`config.mk`:
```
export PLATFORM = sky130hd
export DESIGN_NAME = i2s_tx_serializer
export DESIGN_NICKNAME = d
export VERILOG_FILES = /design/src/rtl/i2s_tx_serializer.sv
export SDC_FILE = /design/constraint.sdc
export NUM_CORES = 1
export LEC_CHECK = 0
export CAP_MARGIN = 30
export CORE_MARGIN = 2
export CORE_UTILIZATION = 55
export DETAILED_ROUTE_END_ITERATION = 16
export GPL_TIMING_DRIVEN = 0
export HOLD_SLACK_MARGIN = 0.06
export PLACE_DENSITY_LB_ADDON = 0.12
export SKIP_CTS_REPAIR_TIMING = 1
export SLEW_MARGIN = 20
export SYNTH_ARGS = -nofsm -noshare
export SYNTH_HDL_FRONTEND = slang
export SYNTH_SLANG_ARGS = --single-unit
```
`constraint.sdc`:
```
create_clock -name clk_i -period 2.7 [get_ports clk_i]
set_input_delay 0.54 -clock clk_i [delete_from_list [all_inputs] [get_ports clk_i]]
set_output_delay 0.54 -clock clk_i [all_outputs]
set_load 0.03 [all_outputs]
```
`src/rtl/i2s_tx_serializer.sv`:
```
// I2S transmit serializer: one-entry sample-pair buffer feeding an MSB-first,
// one-bit-delayed I2S stream. Define I2S_TX_UNDERRUN_CNT_EN to add underrun_cnt_o.
module i2s_tx_serializer #(
  parameter int DATA_WIDTH = 24,
  parameter int SLOT_WIDTH = 32
) (
  input  logic                  clk_i,
  input  logic                  rst_ni,
  input  logic                  enable_i,
  input  logic                  bclk_i,
  input  logic                  lrclk_i,
  input  logic [DATA_WIDTH-1:0] left_i,
  input  logic [DATA_WIDTH-1:0] right_i,
  input  logic                  valid_i,
  output logic                  ready_o,
  output logic                  sd_o,
  output logic                  underrun_o
`ifdef I2S_TX_UNDERRUN_CNT_EN
  ,
  output logic [15:0]           underrun_cnt_o
`endif
);

  localparam int KW = $clog2(SLOT_WIDTH);
  localparam logic [KW-1:0] K_LAST = KW'(SLOT_WIDTH - 1);
  localparam logic [KW-1:0] K_DATA = KW'(DATA_WIDTH);

  typedef enum logic [1:0] {IDLE, SYNC, RUN} state_t;

  state_t                state, state_next;
  logic                  bclk_q, lrclk_q;
  logic                  fall, lr_edge;
  logic                  buf_full;
  logic [DATA_WIDTH-1:0] buf_left, buf_right;
  logic [DATA_WIDTH-1:0] frame_left, frame_right;
  logic [DATA_WIDTH-1:0] shift;
  logic [KW-1:0]         k;
  logic                  accept, load, slot_start, bit_step, underrun_set;

  assign fall         = bclk_q & ~bclk_i;
  assign lr_edge      = fall & (lrclk_i != lrclk_q);
  assign ready_o      = ~buf_full;
  assign accept       = enable_i & valid_i & ~buf_full;
  assign underrun_set = load & ~buf_full;

  always_ff @(posedge clk_i or negedge rst_ni) begin
    if (!rst_ni) state <= IDLE;
    else         state <= state_next;
  end

  always_comb begin
    state_next = state;
    load       = 1'b0;
    slot_start = 1'b0;
    bit_step   = 1'b0;
    if (!enable_i) begin
      state_next = IDLE;
    end else begin
      case (state)
        IDLE: state_next = SYNC;
        SYNC: begin
          if (lr_edge && !lrclk_i) begin
            load       = 1'b1;
            slot_start = 1'b1;
            state_next = RUN;
          end
        end
        RUN: begin
          if (lr_edge) begin
            slot_start = 1'b1;
            load       = ~lrclk_i;
          end else if (fall) begin
            bit_step = 1'b1;
          end
        end
        default: state_next = IDLE;
      endcase
    end
  end

  always_ff @(posedge clk_i or negedge rst_ni) begin
    if (!rst_ni) begin
      bclk_q      <= 1'b0;
      lrclk_q     <= 1'b1;
      buf_full    <= 1'b0;
      buf_left    <= '0;
      buf_right   <= '0;
      frame_left  <= '0;
      frame_right <= '0;
      shift       <= '0;
      k           <= '0;
      sd_o        <= 1'b0;
      underrun_o  <= 1'b0;
    end else begin
      bclk_q     <= bclk_i;
      underrun_o <= underrun_set;
      if (fall) lrclk_q <= lrclk_i;
      if (!enable_i) begin
        buf_full    <= 1'b0;
        frame_left  <= '0;
        frame_right <= '0;
        shift       <= '0;
        k           <= '0;
        sd_o        <= 1'b0;
      end else begin
        // A load and an accept never coincide with a full buffer, so the
        // pair accepted alongside an underrun load waits for the next frame.
        if (accept) begin
          buf_left  <= left_i;
          buf_right <= right_i;
          buf_full  <= 1'b1;
        end else if (load) begin
          buf_full <= 1'b0;
        end
        if (load) begin
          frame_left  <= buf_full ? buf_left  : '0;
          frame_right <= buf_full ? buf_right : '0;
        end
        if (slot_start) begin
          k    <= '0;
          sd_o <= 1'b0;
          shift <= lrclk_i ? frame_right : (buf_full ? buf_left : '0);
        end else if (bit_step) begin
          if (k != K_LAST) k <= k + 1'b1;
          sd_o  <= shift[DATA_WIDTH-1] & (k < K_DATA);
          shift <= shift << 1;
        end
      end
    end
  end

`ifdef I2S_TX_UNDERRUN_CNT_EN
  always_ff @(posedge clk_i or negedge rst_ni) begin
    if (!rst_ni)                                    underrun_cnt_o <= '0;
    else if (!enable_i)                             underrun_cnt_o <= '0;
    else if (underrun_set && underrun_cnt_o != 16'hFFFF) underrun_cnt_o <= underrun_cnt_o + 16'd1;
  end
`endif

endmodule

```
==> reports/qor.yml <==
die:
  initial_core_util_pct: 56.2
  core_region_area_sq_mm: 0.00864
  rows: 34
  die_h_um: 97.9
  die_area_sq_mm: 0.00959
  io_pins: 57
  die_x_um: 97.9
routing:
  viasPerCell: 5.84
  wl_per_cell_um: 17.7
  final_antenna_net_count: 0
  first_iter_violations: 130
  drt_wl_total_um: 10000
  dr.pass1.iters: 4
  drc: 0
  vias: 3303
pwr:
  power_w: 0.00352
  power_density_mw_per_mm2: 611
  p_sw_w: 0.00100
  p_sw_share_pct: 28.5
  p_comb_share_pct: 18.6
  p_clk_share_pct: 26.7
  peakVddDrop_mv: 0.315
  p_int_w: 0.00251
  sequentialPowerShare_pct: 54.7
  leakage_nw: 2.43
sta:
  setup_ws_ns: 0.521
  fmax_mhz: 459
  tightest_slew_ns: 0.741
  holdWs_ns: 0.0858
  skew_ns: 0.0147
  setup_violations: 0
  fin_crit_ns: 2.18
  finalMaxSlewViolations: 0
  fin_crit_sh_pct: 80.7
  grt_setup_unrepaired: "no"
  relSlewSlack_pct: 50.6
  hold_viol_final: 0
clocking:
  cts_tree: "built"
  cts_root_buf: "clkbuf_8"
  path_clk_slew_ns: 0.10
  cts_made_buffers: 9
  clkLatencyLatePin_ns: 0.37
  cts.sinks: 108
  cts_buffer_depth: 2
  htree_levels: 3
yosys:
  synth-seq-area-share_pct: 55.7
  avgSynthCellArea_sq_um: 12.6
  ys_warn_count: 0
  synth.most_common_cell: "dfrtp_1"
  synth_top_area_cell: "dfrtp_1"
  synth-edff-count: 0
  netlist.area_leader.share_pct: 55.2
  syn_area_sq_mm: 0.00485
  synth_area_leaders: "dfrtp_1 55%, mux2_2 11%, a22o_1 8.5%"
  async_flop_share_pct: 100
  syn-instance-count: 386
  synthFlopType: "dfrtp_1"
  netlist_top_cells_count: "107 x dfrtp_1, 54 x nand2_1, 49 x mux2_2"
  synth.distinct_cells: 38
  ys_ff_latch: 108
  synth_fp_nets: 446
layout:
  antenna_cells: 0
  areaGrowthSynthToFinish_pct: 18.5
  stdcell_count: 566
  nNetsFinal: 513
  fillers: 671
  drive_gt1_share_pct: 23.8
  postLayoutCoreUtil_pct: 66.6
place:
  hpwl_um: 6940
  dp_cells: 550
  place.gp.congestion: 0.849
  io_buffers: 55
  pre_cts_slack_ns: 0.228
setup_path:
  end_kind: "flip-flop"
  arrival_ns: 2.40
  critPathLaunchType: "flip-flop"
  required_ns: 2.92
  crit_type: "flip-flop to flip-flop"
  path_max_fanout: 10
grt:
  grt.total_usage_pct: 22.3
  grt_max_degree: 62
  grt_pass1_wl_um: 17100
  grt_antenna_before_repair: 0
  grt_pass1_vias: 3429
  grt_overflow_total: 0
run:
  cap_violations: 0
min_path:
  worstHoldPathType: "input port to asynchronous set/reset pin"
run_status:
  status: "finished clean"
-- power groups by stage --
stage | clock [W] | combinational (W) | sequential (W)
6_report | 0.000940 | 0.000653 | 0.00192
5_1_grt | 0.00103 | 0.000721 | 0.00195
4_1_cts | 0.000958 | 0.000659 | 0.00192
3_5_place_dp | 0 | 0.000657 | 0.00196
3_3_place_gp | 0 | 0.000629 | 0.00195
2_1_floorplan | 0 | 0.000438 | 0.00192
-- cell families after synthesis --
group | synth area share, %
flip-flops | 55.7
AND/OR/NAND/NOR | 9.54
AO/OA/AOI/OAI | 16.7
multiplexers | 12.2
buffers and inverters | 3.45
adder cells (fa/ha/maj) | 1.55
XOR/XNOR | 0.877
-- final cells by class --
class	instances	area, sq um	share of cell area (%)
inverters	4	15.0	0.261
clock inverters	5	43.8	0.761
well taps	108	135	2.35
multi-input cells	244	1980	34.4
plain buffers	30	153	2.65
flip-flops and latches	108	2700	47.0
clock buffers	11	141	2.46
repair buffers	56	579	10.1
-- state kept, by name, indices dropped and copies added, names as in the netlist --
signal,count
k,5
shift,24
buf_right,24
state,2
buf_left,24
buf_full,1
bclk_q,1
frame_right,24
underrun_o,1
lrclk_q,1
sd_o,1
-- routing by layer --
metal / track usage (%) / wire length (um)
met1: 32.0 / 4480
met2: 35.6 / 4990
met3: 4.94 / 473
met4: 4.59 / 99
met5: 0 / 0
-- worst max-delay path, stage by stage (launching register included) --
cell and delay, ns:
dfrtp_1 0.40, inv_1 0.09, ha_1 0.24, or2_1 0.27
a2bb2oi_2 0.39, nand2b_1 0.27, buf_4 0.25, a311oi_2 0.12
-- metrics by stage --
stage | TNS [ns] | instance area [sq um]
detailed placement | 0 | 5570
finish | 0 | 5750
global placement | -318.49 | 5540
CTS | 0 | 5750
floorplan | 0 | 4850
global route | 0 | 5750
-- cell usage in the layout, fill, tap and decap left out, types with 2 or more instances in the layout --
cell type and n:
dfrtp_1 107, nand2_1 54, clkdlybuf4s50_1 54, mux2_2 49, a22o_1 47, nor3_1 25, a311oi_2 19, buf_2 14
clkbuf_8 10, clkbuf_1 9, ha_1 6, nor2_1 5, inv_1 4, and3_1 4, mux2i_1 4, buf_4 4
a311oi_1 4, nand3_1 3, xnor2_1 3, buf_1 3, or2_1 2, nor2b_1 2, o21a_1 2, buf_6 2
clkinvlp_4 2
-- worst paths after layout --
kind | start | end | slack [ns] | depth (start not counted)
worst max-delay path | state[0]$_DFFE_PN0P_ | shift[5]$_DFFE_PN0P_ | 0.52 | 7
worst min-delay path | rst_ni | state[1]$_DFFE_PN0P_ | 0.09 | 1
worst max register to register | state[0]$_DFFE_PN0P_ | shift[5]$_DFFE_PN0P_ | 0.52 | 7
worst min register to register | buf_right[4]$_DFFE_PN0P_ | frame_right[4]$_DFFE_PN0P_ | 0.48 | 1
max in group asynchronous | rst_ni | buf_left[3]$_DFFE_PN0P_ | 1.98 | 2
min in group clk_i | enable_i | shift[0]$_DFFE_PN0P_ | 0.48 | 2
Power figures use the tool's default switching activity.
